**config.mk**
```make
export PLATFORM = sky130hd
export DESIGN_NAME = stream_rr_arbiter
export DESIGN_NICKNAME = d
export VERILOG_FILES = /design/src/rtl/stream_rr_arbiter.sv
export SDC_FILE = /design/constraint.sdc
export NUM_CORES = 1
export LEC_CHECK = 0
export ABC_AREA = 1
export CORE_AREA = 2 2 182 184
export CTS_CLUSTER_SIZE = 8
export DETAILED_ROUTE_END_ITERATION = 8
export DIE_AREA = 0 0 184 186
export PLACE_DENSITY_LB_ADDON = 0.15
export SKIP_LAST_GASP = 1
export SYNTH_ARGS = -nofsm -noshare
export SYNTH_HDL_FRONTEND = slang
export SYNTH_SLANG_ARGS = --single-unit
```
**constraint.sdc**
```tcl
create_clock -name clk40 -period 17.9 [get_ports clk40]
set_input_delay 5.37 -clock clk40 [delete_from_list [all_inputs] [get_ports clk40]]
set_output_delay 5.37 -clock clk40 [all_outputs]
set_load 0.1 [all_outputs]
```
**src/rtl/stream_rr_arbiter.sv**
```systemverilog
// Packet-aware round-robin merge of N_CH lane-packed streams onto one AXI4-Stream master.
// A grant is held until the outgoing TLAST, which is forced after MAX_LEN words.
module stream_rr_arbiter #(
  parameter int N_CH    = 12,
  parameter int DATA_W  = 32,
  parameter int MAX_LEN = 256
) (
  input  logic                     clk40,
  input  logic                     reset,
  input  logic [N_CH*DATA_W-1:0]   s_tdata,
  input  logic [N_CH-1:0]          s_tvalid,
  input  logic [N_CH-1:0]          s_tlast,
  output logic [N_CH-1:0]          s_tready,
  input  logic [N_CH-1:0]          ch_enable,
  output logic [DATA_W-1:0]        M_AXIS_TDATA,
  output logic                     M_AXIS_TVALID,
  output logic                     M_AXIS_TLAST,
  output logic [3:0]               M_AXIS_TUSER,
  input  logic                     M_AXIS_TREADY,
  output logic                     busy,
  output logic                     err_trunc
);
  localparam int CNT_W = $clog2(MAX_LEN) + 1;

  typedef enum logic {IDLE, PASS} state_e;

  state_e              state_q, state_d;
  logic [3:0]          grant_q, grant_d;
  logic [3:0]          last_grant_q, last_grant_d;
  logic [CNT_W-1:0]    word_cnt_q, word_cnt_d;
  logic [DATA_W-1:0]   tdata_q, tdata_d;
  logic                tvalid_q, tvalid_d;
  logic                tlast_q, tlast_d;
  logic [3:0]          tuser_q, tuser_d;
  logic                err_q, err_d;

  logic [N_CH-1:0]     cand;
  logic                found;
  logic [3:0]          sel;
  logic                g_valid, g_last;
  logic [DATA_W-1:0]   g_data;
  logic                out_ready, xfer, out_last;

  // Rotating search: the channel served last is visited last.
  always_comb begin
    cand  = s_tvalid & ch_enable;
    found = 1'b0;
    sel   = '0;
    for (int i = 1; i <= N_CH; i++) begin
      for (int c = 0; c < N_CH; c++) begin
        if (!found && cand[c] && (c == (int'(last_grant_q) + i) % N_CH)) begin
          found = 1'b1;
          sel   = 4'(c);
        end
      end
    end
  end

  always_comb begin
    g_valid  = 1'b0;
    g_last   = 1'b0;
    g_data   = '0;
    s_tready = '0;
    for (int c = 0; c < N_CH; c++) begin
      if (4'(c) == grant_q) begin
        g_valid = s_tvalid[c];
        g_last  = s_tlast[c];
        g_data  = s_tdata[c*DATA_W +: DATA_W];
      end
    end
    out_ready = !tvalid_q || M_AXIS_TREADY;
    for (int c = 0; c < N_CH; c++) begin
      s_tready[c] = (state_q == PASS) && (4'(c) == grant_q) && out_ready;
    end
    xfer     = (state_q == PASS) && g_valid && out_ready;
    out_last = g_last || (word_cnt_q == CNT_W'(MAX_LEN - 1));
  end

  always_comb begin
    state_d      = state_q;
    grant_d      = grant_q;
    last_grant_d = last_grant_q;
    word_cnt_d   = word_cnt_q;
    tdata_d      = tdata_q;
    tvalid_d     = tvalid_q;
    tlast_d      = tlast_q;
    tuser_d      = tuser_q;
    err_d        = 1'b0;
    unique case (state_q)
      IDLE: begin
        if (found) begin
          grant_d    = sel;
          word_cnt_d = '0;
          state_d    = PASS;
        end
      end
      PASS: begin
        if (xfer) begin
          word_cnt_d = word_cnt_q + CNT_W'(1);
          if (out_last) begin
            last_grant_d = grant_q;
            state_d      = IDLE;
            err_d        = !g_last;
          end
        end
      end
      default: state_d = IDLE;
    endcase
    if (xfer) begin
      tdata_d  = g_data;
      tuser_d  = grant_q;
      tlast_d  = out_last;
      tvalid_d = 1'b1;
    end else if (M_AXIS_TREADY) begin
      tvalid_d = 1'b0;
    end
  end

  always_ff @(posedge clk40) begin
    if (reset) begin
      state_q      <= IDLE;
      grant_q      <= '0;
      last_grant_q <= 4'(N_CH - 1);
      word_cnt_q   <= '0;
      tdata_q      <= '0;
      tvalid_q     <= 1'b0;
      tlast_q      <= 1'b0;
      tuser_q      <= '0;
      err_q        <= 1'b0;
    end else begin
      state_q      <= state_d;
      grant_q      <= grant_d;
      last_grant_q <= last_grant_d;
      word_cnt_q   <= word_cnt_d;
      tdata_q      <= tdata_d;
      tvalid_q     <= tvalid_d;
      tlast_q      <= tlast_d;
      tuser_q      <= tuser_d;
      err_q        <= err_d;
    end
  end

  assign M_AXIS_TDATA  = tdata_q;
  assign M_AXIS_TVALID = tvalid_q;
  assign M_AXIS_TLAST  = tlast_q;
  assign M_AXIS_TUSER  = tuser_q;
  assign busy          = (state_q == PASS);
  assign err_trunc     = err_q;
endmodule

```
==> summary.md, run 1 <==
| Metric | Value |
|---|---|
| Area grow syn2layout | 54.7% |
| Arrival time at the worst endpoint | 16860 ps |
| DRC viols | 0 |
| Initial antenna violation count | 10 |
| Fmax | 60.3 MHz |
| First-pass GRT wire length | 96000 um |
| Hold_sp | word_cnt_q[8]$_SDFFE_PP0P_ |
| Syn. warnings | 0 |
| Placed cell area | 15400 sq um |
| Die W | 184 um |
| # setup viols final | 0 |
| Synth top area share | 0.156 |
| Sequential area share after synthesis | 0.111 |
| TritonRoute pass-1 iters | 5 |
| Count of flip-flops with a built-in enable after synthesis | 0 |
| Final setup TNS | 0 ps |
| Largest family of logic cells by synthesized area | simple AND/OR/NAND/NOR gates |
| Mux cell area share after synthesis | 0.00110 |
| Synth Area in Compound Gates | 0.190 |
| Final global-route overflow total | 0 |
| Setup crit start kind | input pin |
| Cts hold-fix bufs | 0 |
| Layout Utilization | 0.492 |
| Slew @ Worst Pin | 1140 ps |
| GRT Overall Usage | 0.388 |
| Port Buffers | 474 |
| Crit. End Element | register |
| Vias per inst | 5.61 |
| Initial core utilization | 0.318 |
| Design Area, Final | 15800 sq um |
| Worst path most repeated cell | nor2_2 |
| RR Startpoint | last_grant_q[3]$_SDFFE_PP1P_ |
| Post-Syn Area per Cell | 5.33 sq um |
| Largest net degree at the start of global routing | 70 |
| Crit path from | s_tvalid[0] |
| Die Y | 186 um |
| Peak VDD IR | 123 uV |
| Routability cong. | 1.03 |
| FP Rows | 66 |
| Clk sinks | 57 |
| Worst R2R End | grant_q[3]$_SDFFE_PP0P_ |
| Synth Cell Area | 10200 sq um |
| PnR Total Power | 0.00350 W |
| Per-cell routed wire length | 24.8 um |
| DR vias | 15600 |
| Synth Instances | 1920 |
| Cell leakage power | 6.40 nW |
| Synth area leaders | nand2_1 16%, dfxtp_1 11%, inv_1 11% |
| H-tree depth | 3 |
| Hold WC Path Type | reg2reg |
| Hold endpoint | word_cnt_q[8]$_SDFFE_PP0P_ |
| Hold Slack | 462 ps |
| Hold path cells | 2 |
| Post-layout minimum cycle time | 16590 ps |
| IO Count | 475 |
| Layout cells sized above 1 | 0.0663 |
| Clk pin slew, worst setup/hold paths | 60 ps |
| Leading area contributor after synthesis | nand2_1 |
| Worst rel slew slack | 0.240 |
| Req. time, crit path | 18170 ps |
| Adder-cell share of the synthesized area | 0.0366 |
| Most used DFF post-synth | dfxtp_1 |
| Final net count | 2815 |
| Max Slew Vio Count | 0 |
| Clock Tree Root | clkbuf_16 |
| Status | finished clean |
| Post-route ant nets | 0 |
| Net Count, Synth | 2373 |
| Reg2reg setup slack | 4940 ps |
| Power per Cell Area | 221 nW/um^2 |
| Yosys reg bits | 57 |
| DP HPWL | 58200 um |
| Total Wirelength | 68900 um |
| Number of global-route vias before repair | 14400 |
| Yosys cell types | 56 |
| Worst Setup Path Type | in2reg |
| XOR/XNOR Fraction of Synth Area | 0.0137 |
| Critical Path Fanout Max | 9 |
| R2R cell count | 90 |
| Slowest-stage cell, CP | clkdlybuf4s50_1 |
| CTS Buf Count | 9 |
| Clk_lat worst skew | 340 ps |
| Drt initial violations | 1541 |
| Die area | 34200 sq um |
| Max Cap Viol | 0 |
| Clock skew | 8.45 ps |
| Post-synthesis simple-gate area fraction | 0.507 |
| Clk buf depth | 2 |
| Post-synth ARST share | 0 |
| Critical Path Max Stage Delay | 430 ps |
| TritonCTS clock tree | done |
| Final Cycle Share | 0.927 |
| Final hold violations | 0 |
| Core Area | 32200 sq um |
[synth_stat cells (4+ instances only)]
cell type / number
nand2_2: 7
dfxtp_1: 57
nand3_1: 150
a221oi_1: 23
nand4_2: 19
nor2_2: 31
inv_1: 288
nand4_1: 113
nand2_4: 4
nand3_2: 8
clkbuf_1: 56
a21oi_1: 120
buf_4: 5
xor2_1: 13
o2111ai_1: 11
nor2_1: 273
nor3_1: 65
a2111oi_0: 6
nor4_1: 13
ha_1: 30
a41oi_1: 9
inv_2: 9
nand2_1: 427
a31oi_1: 16
o211ai_1: 8
a21oi_2: 8
o21ai_1: 6
o21ai_0: 99
[logic make-up after synthesis]
logic type,Yosys count
simple gates,1123
buf+inv,368
compound gates,325
flops,57
fa+ha+maj,30
xor+xnor,16
mux,1
[power breakdown]
group          internal [W]  total, W  switching [W]
sequential         0.000173  0.000219      0.0000469
clock              0.000140  0.000205      0.0000651
combinational      0.000915   0.00307        0.00216
[state kept, by name (all words and copies together) (netlist names)]
register       count
last_grant_q       4
busy               1
M_AXIS_TDATA      32
err_trunc          1
M_AXIS_TUSER       4
M_AXIS_TVALID      1
M_AXIS_TLAST       1
grant_q            4
word_cnt_q         9
[cell type report]
type	instances	area (sq um)
diodes	7	17.5
clock buffers	11	243
clock inverters	5	103
fillers	3391	16400
inverters	299	1120
multi-input cells	1495	7770
flip-flops and latches	57	1140
well taps	408	510
repair buffers	500	4940
[routing by layer]
metal  up-vias  global-route usage  wire, um
li1       7336                   -         -
met2       842               0.642     31700
met5         -                   0        25
met3       138              0.0904      6870
met4         4               0.154      3220
met1      7300               0.486     27100
[critical path, delay by kind of cell]
family	cells	cell delay, ps
AOI/OAI and AO/OA	4	710
and+or+nand+nor	81	9910
buffers and inverters	4	840
[stage by stage]
stage	worst slack, ps	std cells
after floorplan	3280	1920
after global placement	1560	2752
after detailed placement	1110	2752
after CTS	1390	2768
after global routing	-54.1	2781
final	1310	2782
[layout by cell type (no fill, tap or decap), types with 26 or more instances in the layout]
cell,synthesis,layout
nor2_2,31,40
clkdlybuf4s50_1,0,474
o21ai_0,99,99
dfxtp_1,57,57
nor3_1,65,65
nand3_1,150,150
ha_1,30,30
a21oi_1,120,116
buf_4,5,26
nand2_1,427,425
nor2_1,273,257
inv_1,288,288
nand4_1,113,113
[how the worst max path moves through the flow]
stage / end / slack, ps / cells after the start
after global placement: word_cnt_q[1]$_SDFFE_PP0P_ / 1560 / 89
after CTS: word_cnt_q[1]$_SDFFE_PP0P_ / 1390 / 89
after global routing: grant_q[1]$_SDFFE_PP0P_ / -50 / 87
final: grant_q[3]$_SDFFE_PP0P_ / 1310 / 89
after floorplan: grant_q[2]$_SDFFE_PP0P_ / 3280 / 87
after detailed placement: word_cnt_q[1]$_SDFFE_PP0P_ / 1110 / 90
[repair_timing]
action                     CTS  global route
setup endpoints to repair    0            14
setup buffers                0             7
resized for setup            0            10
Note: power is estimated with default switching activity, not from simulation.
==> run 2: changes to the inputs <==
- ABC_AREA: 1 -> not set
- CORE_AREA: 2 2 182 184 -> 2 2 187 189
- DIE_AREA: 0 0 184 186 -> 0 0 189 191
==> run 2 against run 1 <==
Effect of this change: die area up 5.5%; clock-buffer cell count shrank 2; critical path depth shrank 84; non-clock buffer count increased by 11; sequential power shrank 8%; routed wire length fell by 1.2%; utilization down 5.6 points; combinational power is 42% lower.
==> summary.md, run 2 <==
| Metric | Value |
|---|---|
| Status | finished clean |
| Final setup margin | 4430 ps (+3110 ps) |
| Post-synth ARST share | 0 (unchanged) |
| CP cell instances | clkdlybuf4s50_1, nand2b_1, nand2_1, nor3_1, clkdlybuf4s50_1 |
| Adder-cell share of the synthesized area | 0.0401 (+0.00344) |
| DR vias | 13700 (-12%) |
| Post-CTS sizing | 0 (unchanged) |
| # setup viols final | 0 (unchanged) |
| Clk pin slew, worst setup/hold paths | 50 ps (about the same) |
| P_int | 0.000872 W (-29%) |
| Critical Path Max Stage Delay | 1170 ps (+740 ps) |
| Count of flip-flops with a built-in enable after synthesis | 0 (unchanged) |
| Place WS | 4440 ps (+3330 ps) |
| Number of global-route vias before repair | 12900 (-11%) |
| Port Buffers | 474 (unchanged) |
| Slowest-stage cell, CP | clkdlybuf4s50_1 |
| Synth Instances | 1385 (-28%) |
| Initial antenna violation count | 15 (+5) |
| Area grow syn2layout | 58.8% |
| Setup crit start kind | input pin |
| Largest net degree at the start of global routing | 74 (+5.7%) |
| Power per Cell Area | 144 nW/um^2 (-35%) |
| Routability cong. | 1.02 (-1.4%) |
| DP HPWL | 56300 um (-3.2%) |
| Max Slew Vio Count | 0 (unchanged) |
| Combinational power share | 0.824 (-0.055) |
| Total Wirelength | 68100 um (-1.2%) |
| Critical path buffer and inverter count | 2 (-2) |
| Max reg flops | 32 (unchanged) |
| TritonCTS clock tree | done |
| Worst Setup Path Type | in2out |
| Clock skew | 10.9 ps (+2.42 ps) |
| IO Count | 475 (unchanged) |
| Final net count | 2255 (-20%) |
| Hold endpoint | M_AXIS_TDATA[3]$_SDFFE_PP0P_ |
| Fmax | 74.2 MHz (+23%) |
| Leading area contributor after synthesis | dfxtp_1 |
| Largest family of logic cells by synthesized area | compound AO/OA/AOI/OAI gates |
| Post-synthesis simple-gate area fraction | 0.318 (-0.189) |
| Final global-route overflow total | 0 (unchanged) |
| Vias per inst | 6.06 (+7.9%) |
| Final hold violations | 0 (unchanged) |
| H-tree depth | 3 (unchanged) |
| DRC viols | 0 (unchanged) |
| Hold path cells | 2 (unchanged) |
| Post-synth top cells | 193 x nor2_1, 149 x a21oi_1, 94 x nand2_1 |
| Yosys cell types | 92 (+64%) |
| Peak VDD IR | 84.8 uV (-31%) |
| CTS Buf Count | 9 (unchanged) |
| Commonest non-fill, non-tap cells in the layout | 473 x clkdlybuf4s50_1, 187 x nor2_1, 149 x a21oi_1, 93 x nand2_1, 80 x nand3_1 |
| Critical Path Fanout Max | 11 (+2) |
| Post-Syn Area per Cell | 6.76 sq um (+27%) |
| Post-route ant nets | 0 (unchanged) |
| Die area | 36100 sq um (+5.5%) |
| Synth area leaders | dfxtp_1 12%, a21oi_1 8.0%, nor2_1 7.7% |
| Commonest non-fill, non-tap cell in the layout | clkdlybuf4s50_1 |
| Worst R2R End | grant_q[2]$_SDFFE_PP0P_ |
| Cts hold-fix bufs | 0 (unchanged) |
| Dominant cell by count in the synthesized netlist | nor2_1 |
| Switching pwr | 0.00128 W (-44%) |
| R2R cell count | 18 (-80%) |
| Worst rel slew slack | 0.234 (-0.00559) |
| Mux cell area share after synthesis | 0.0613 (+0.0602) |
| GRT Overall Usage | 0.357 (-0.0312) |
| RSZ-0062 raised after global routing | no |
| Switching Fraction | 0.594 (-0.0550) |
| Worst path most repeated cell | clkdlybuf4s50_1 |
| FP Rows | 68 (+3.0%) |
| RR Startpoint | last_grant_q[1]$_SDFFE_PP1P_ |
| Die W | 189 um (+2.7%) |
| Synth Area in Compound Gates | 0.370 (+0.180) |
| Sequential area share after synthesis | 0.122 (+0.0105) |
| Final setup TNS | 0 ps (unchanged) |
| Die Y | 191 um (+2.7%) |
| Initial core utilization | 0.274 (-0.0436) |
| Cell leakage power | 5.45 nW (-15%) |
| Clk sinks | 57 (unchanged) |
| Clk_lat worst skew | 340 ps (about the same) |
| Clock Tree Root | clkbuf_16 |
| Reg2reg setup slack | 11340 ps (+6400 ps) |
| Clock power share | 0.082 (+0.023) |
| Net Count, Synth | 1838 (-23%) |
| Flop pwr share | 0.094 (+0.031) |
| Hold WC Path Type | reg2reg |
| Layout cells sized above 1 | 0.0637 (-0.00265) |
| TritonRoute pass-1 iters | 6 (+1) |
| Slew @ Worst Pin | 1140 ps (-0.0715 ps) |
| Syn. warnings | 0 (unchanged) |
| Yosys reg bits | 57 (unchanged) |
| Req. time, crit path | 12530 ps (-5640 ps) |
| Crit. End Element | output pin |
| Hold_sp | M_AXIS_TDATA[3]$_SDFFE_PP0P_ |
| Postcts setup bufs | 0 (unchanged) |
| Arrival time at the worst endpoint | 8100 ps (-8760 ps) |
| Clk buf depth | 2 (unchanged) |
| XOR/XNOR Fraction of Synth Area | 0.0315 (+0.0179) |
| Most used DFF post-synth | dfxtp_1 |
| Max Cap Viol | 0 (unchanged) |
| Synth top area share | 0.122 (-0.0346) |
| Synth Cell Area | 9360 sq um (-8.6%) |
| Drt initial violations | 1333 (-13%) |
| First-pass GRT wire length | 93400 um (-2.7%) |
| Core Area | 34100 sq um (+5.9%) |
| Post-layout minimum cycle time | 13470 ps (-3110 ps) |
| Top delay family on crit path | buffers and inverters |
| Per-cell routed wire length | 30.0 um (+21%) |
| Final Cycle Share | 0.753 (-0.174) |
[run 2: changes by cell type in the layout (fill, tap and decap cells not counted), sizes merged, moves of 57 or more]
| cell | before | now |
|---|---|---|
| nand3 | 158 | 81 |
| nor2 | 306 | 193 |
| a22oi | 0 | 63 |
| o21ai | 105 | 48 |
| inv | 297 | 27 |
| nand2 | 438 | 95 |
| nand4 | 132 | 19 |
[run 2: logic make-up (layout without fill, tap and decap cells)]
kind of cell    count (synthesis)  count (layout)
flops                          57              57
fa+ha+maj                      30              30
mux                            40              40
buf+inv                       132             553
other cells                     0               8
compound gates                505             505
simple gates                  593             593
xor+xnor                       28              28
[run 2: power by group through the flow]
stage / Sequential (W) / Combinational [W] / Clock, W
after floorplan: 0.000404 / 0.000907 / 0
after global placement: 0.000202 / 0.00174 / 0
after detailed placement: 0.000204 / 0.00174 / 0
after CTS: 0.000202 / 0.00174 / 0.000177
after global routing: 0.000206 / 0.00186 / 0.000182
final: 0.000202 / 0.00177 / 0.000176
[run 2: final cells by class]
cell class / count / area (sq um)
Fill cell: 3571 / 19200
Multi-Input combinational cell: 1196 / 7740
Clock inverter: 6 / 60.1
Clock buffer: 9 / 225
Timing Repair Buffer: 511 / 5020
Tap cell: 455 / 569
Sequential cell: 57 / 1140
Antenna cell: 8 / 20.0
Inverter: 27 / 101
[run 2: worst max-delay path by stage]
stage,startpoint,to,slack (ps),cells after the start
2_1_floorplan,M_AXIS_TREADY,s_tready[1],4590,4
3_3_place_gp,M_AXIS_TREADY,s_tready[2],4470,5
3_5_place_dp,M_AXIS_TREADY,s_tready[2],4440,5
4_1_cts,M_AXIS_TREADY,s_tready[2],4430,5
5_1_grt,M_AXIS_TREADY,s_tready[2],4330,5
6_report,M_AXIS_TREADY,s_tready[2],4430,5
[run 2: metrics by stage]
| stage | util | instances | total power [W] | hold slack (ps) | area [sq um] |
|---|---|---|---|---|---|
| finish | 0.436 | 2269 | 0.00215 | 499 | 14900 |
| global route | 0.435 | 2263 | 0.00225 | 521 | 14900 |
| CTS | 0.435 | 2261 | 0.00212 | 499 | 14900 |
| detailed placement | 0.427 | 2246 | 0.00194 | 491 | 14600 |
| global placement | 0.427 | 2246 | 0.00194 | 479 | 14600 |
| floorplan | - | 1385 | 0.00131 | 461 | 9360 |
[run 2: per-layer routing]
metal  vias up  wire length, um  global-route usage
met5         -               79                   0
met4        12             2010               0.105
met3       115             7570               0.100
met2       816            29900               0.565
met1      6608            28500               0.469
li1       6192                -                   -
[run 2: worst register-to-register path: cells and delay by family (launching register included)]
| kind | cells | cell delay, ps |
|---|---|---|
| flip-flops | 1 | 850 |
| AO/OA/AOI/OAI | 5 | 1550 |
| XOR/XNOR | 1 | 540 |
| AND/OR/NAND/NOR | 5 | 1570 |
| buffers and inverters | 3 | 520 |
| adder cells (fa/ha/maj) | 2 | 1170 |
| multiplexers | 2 | 300 |
==> run 3: changes to the inputs <==
- clock period: 17.9 -> 13.9 ns (I/O delays scaled with it)
==> run 3 against run 2 <==
Effect of this change: global-route usage down 0.13 points; utilization down 0.062 points; sequential power up 26%; largest cell class unchanged; cell area down 0.14%; first-iteration DRC count up 5.3%; sequential cell count unchanged; register-to-register slack worse by 4800 ps; critical path depth unchanged; via count about the same; clock power up 40%; final cell count down 0.44%.
==> summary.md, run 3 (synthesis results as in run 2) <==
| Metric | Value |
|---|---|
| DR vias | 13800 (+0.058%) |
| DP HPWL | 55800 um (-0.80%) |
| TritonRoute pass-1 iters | 6 (unchanged) |
| Die Y | 191 um (unchanged) |
| Clk_lat worst skew | 340 ps (about the same) |
| Hold_sp | M_AXIS_TDATA[27]$_SDFFE_PP0P_ |
| Crit. End Element | output pin |
| Cell leakage power | 5.45 nW (-0.11%) |
| Max reg flops | 32 (unchanged) |
| Commonest non-fill, non-tap cell in the layout | clkdlybuf4s50_1 |
| Initial core utilization | 0.274 (unchanged) |
| Drt initial violations | 1404 (+5.3%) |
| Die W | 189 um (unchanged) |
| Final Cycle Share | 0.797 |
| Hold Slack | 499 ps (+0.144 ps) |
| Layout cells sized above 1 | 0.0605 (-0.00315) |
| Worst Setup Path Type | in2out |
| GRT Overall Usage | 0.355 (-0.00132) |
| Layout Utilization | 0.435 (-0.000623) |
| FP Rows | 68 (unchanged) |
| Switching Fraction | 0.592 (-0.00216) |
| Finished Layout Cells | 2259 (-0.44%) |
| Clock Tree Root | clkbuf_16 |
| Flop pwr share | 0.092 (-0.002) |
| Total Wirelength | 67700 um (-0.52%) |
| Routability cong. | 1.05 (+2.6%) |
| Top delay family on crit path | buffers and inverters |
| Critical Path Max Stage Delay | 1170 ps (about the same) |
| Placed cell area | 14500 sq um (-0.31%) |
| Post-layout minimum cycle time | 11080 ps |
| Combinational power share | 0.820 (-0.004) |
| Req. time, crit path | 9730 ps (-2800 ps) |
| Critical Path Fanout Max | 11 (unchanged) |
| Switching pwr | 0.00164 W (+28%) |
| Port Buffers | 474 (unchanged) |
| Slew @ Worst Pin | 1190 ps (+57.8 ps) |
| DRC viols | 0 (unchanged) |
| TritonCTS clock tree | done |
| Final global-route overflow total | 0 (unchanged) |
| Die area | 36100 sq um (unchanged) |
| IO Count | 475 (unchanged) |
| Critical path buffer and inverter count | 2 (unchanged) |
| # fillers | 3554 (-0.48%) |
| Slowest-stage cell, CP | clkdlybuf4s50_1 |
| CP cell instances | clkdlybuf4s50_1, nand2b_1, nand2_1, nor3_1, clkdlybuf4s50_1 |
| Power per Cell Area | 187 nW/um^2 (+29%) |
| First-pass GRT wire length | 92600 um (-0.89%) |
| Max Slew Vio Count | 0 (unchanged) |
| Worst path most repeated cell | clkdlybuf4s50_1 |
| Cts hold-fix bufs | 0 (unchanged) |
| Post-route ant nets | 0 (unchanged) |
| Fmax | 90.2 MHz |
| RR Startpoint | last_grant_q[1]$_SDFFE_PP1P_ |
| Design Area, Final | 14900 sq um (-0.14%) |
| Clock skew | 12.0 ps (+1.12 ps) |
| CTS Buf Count | 9 (unchanged) |
| Largest net degree at the start of global routing | 74 (unchanged) |
| Clk sinks | 57 (unchanged) |
| Clock power share | 0.089 (+0.007) |
| R2R cell count | 16 (-2) |
| Final net count | 2249 (-0.27%) |
| H-tree depth | 3 (unchanged) |
| Worst rel slew slack | 0.204 (-0.0305) |
| Area grow syn2layout | 58.6% |
| P_int | 0.00113 W (+30%) |
| Commonest non-fill, non-tap cells in the layout | 473 x clkdlybuf4s50_1, 187 x nor2_1, 149 x a21oi_1, 93 x nand2_1, 80 x nand3_1 |
| Initial antenna violation count | 13 (-2) |
| Core Area | 34100 sq um (unchanged) |
| Clk pin slew, worst setup/hold paths | 50 ps (about the same) |
| # setup viols final | 0 (unchanged) |
| Peak VDD IR | 108 uV (+28%) |
| Setup crit start kind | input pin |
| Number of global-route vias before repair | 13000 (+0.54%) |
| Stages on worst setup path | 5 (unchanged) |
| Status | finished clean |
| Final setup TNS | 0 ps (unchanged) |
| Clk buf depth | 2 (unchanged) |
| Vias per inst | 6.09 (+0.50%) |
| Placed cell count | 2240 (-0.27%) |
| Max Cap Viol | 0 (unchanged) |
| Reg2reg setup slack | 6590 ps (-4750 ps) |
| RSZ-0062 raised after global routing | no |
| Per-cell routed wire length | 30.0 um (about the same) |
| Final hold violations | 0 (unchanged) |
| Hold path cells | 2 (unchanged) |
| Arrival time at the worst endpoint | 6910 ps (-1190 ps) |
| Post-CTS sizing | 0 (unchanged) |
| Postcts setup bufs | 0 (unchanged) |
| Hold endpoint | M_AXIS_TDATA[27]$_SDFFE_PP0P_ |
| Hold WC Path Type | reg2reg |
| Worst R2R End | grant_q[2]$_SDFFE_PP0P_ |
-- run 3: changes by cell type in the layout (fill, tap and decap cells not counted), sizes merged --
| cell | previous run | this run |
|---|---|---|
| bufinv | 1 | 2 |
| clkbuf | 9 | 11 |
| buf | 38 | 32 |
| diode | 8 | 3 |
| clkinvlp | 2 | 0 |
-- run 3: worst reg2reg max path: cells and delay by family, from the launching register on --
kind | cells | cell delay (ps)
AO/OA/AOI/OAI | 5 | 2420
AND/OR/NAND/NOR | 5 | 1680
adder cells (fa/ha/maj) | 2 | 1100
flip-flops | 1 | 740
multiplexers | 2 | 620
XOR/XNOR | 1 | 560
buffers and inverters | 1 | 110
-- run 3: area by class of cell --
type	count	area, sq um	area share
diodes	3	7.51	0.000505
flip-flops and latches	57	1140	0.0768
inverters	27	101	0.00682
well taps	455	569	0.0383
repair buffers	505	4970	0.335
clock buffers	11	243	0.0163
multi-input cells	1196	7740	0.521
clock inverters	5	78.8	0.00531
-- run 3: metal layers --
layer  GRT usage  up-vias  share of wire
li1            -     6169              -
met1       0.470     6641           0.42
met2       0.563      825           0.44
met3       0.102      104           0.10
met4      0.0968       12          0.027
met5           0        -         0.0012
-- run 3: how the worst max path moves through the flow --
stage / end / slack [ps] / from
after floorplan: s_tready[1] / 2990 / M_AXIS_TREADY
after global placement: s_tready[2] / 2880 / M_AXIS_TREADY
after detailed placement: s_tready[2] / 2870 / M_AXIS_TREADY
after CTS: s_tready[2] / 2860 / M_AXIS_TREADY
after global routing: s_tready[11] / 2770 / M_AXIS_TREADY
final: s_tready[2] / 2820 / M_AXIS_TREADY
-- run 3: per-stage QoR --
stage	setup WS [ps]	total power, W
detailed placement	2870	0.00247
floorplan	2990	0.00169
global placement	2880	0.00248
global route	2770	0.00290
CTS	2860	0.00273
finish	2820	0.00277
-- run 3: power by group through the flow --
stage	registers, W	logic (W)	clock network, W
after floorplan	0.000521	0.00117	0
after global placement	0.000254	0.00222	0
after detailed placement	0.000256	0.00222	0
after CTS	0.000253	0.00223	0.000250
after global routing	0.000259	0.00239	0.000257
final	0.000254	0.00227	0.000246
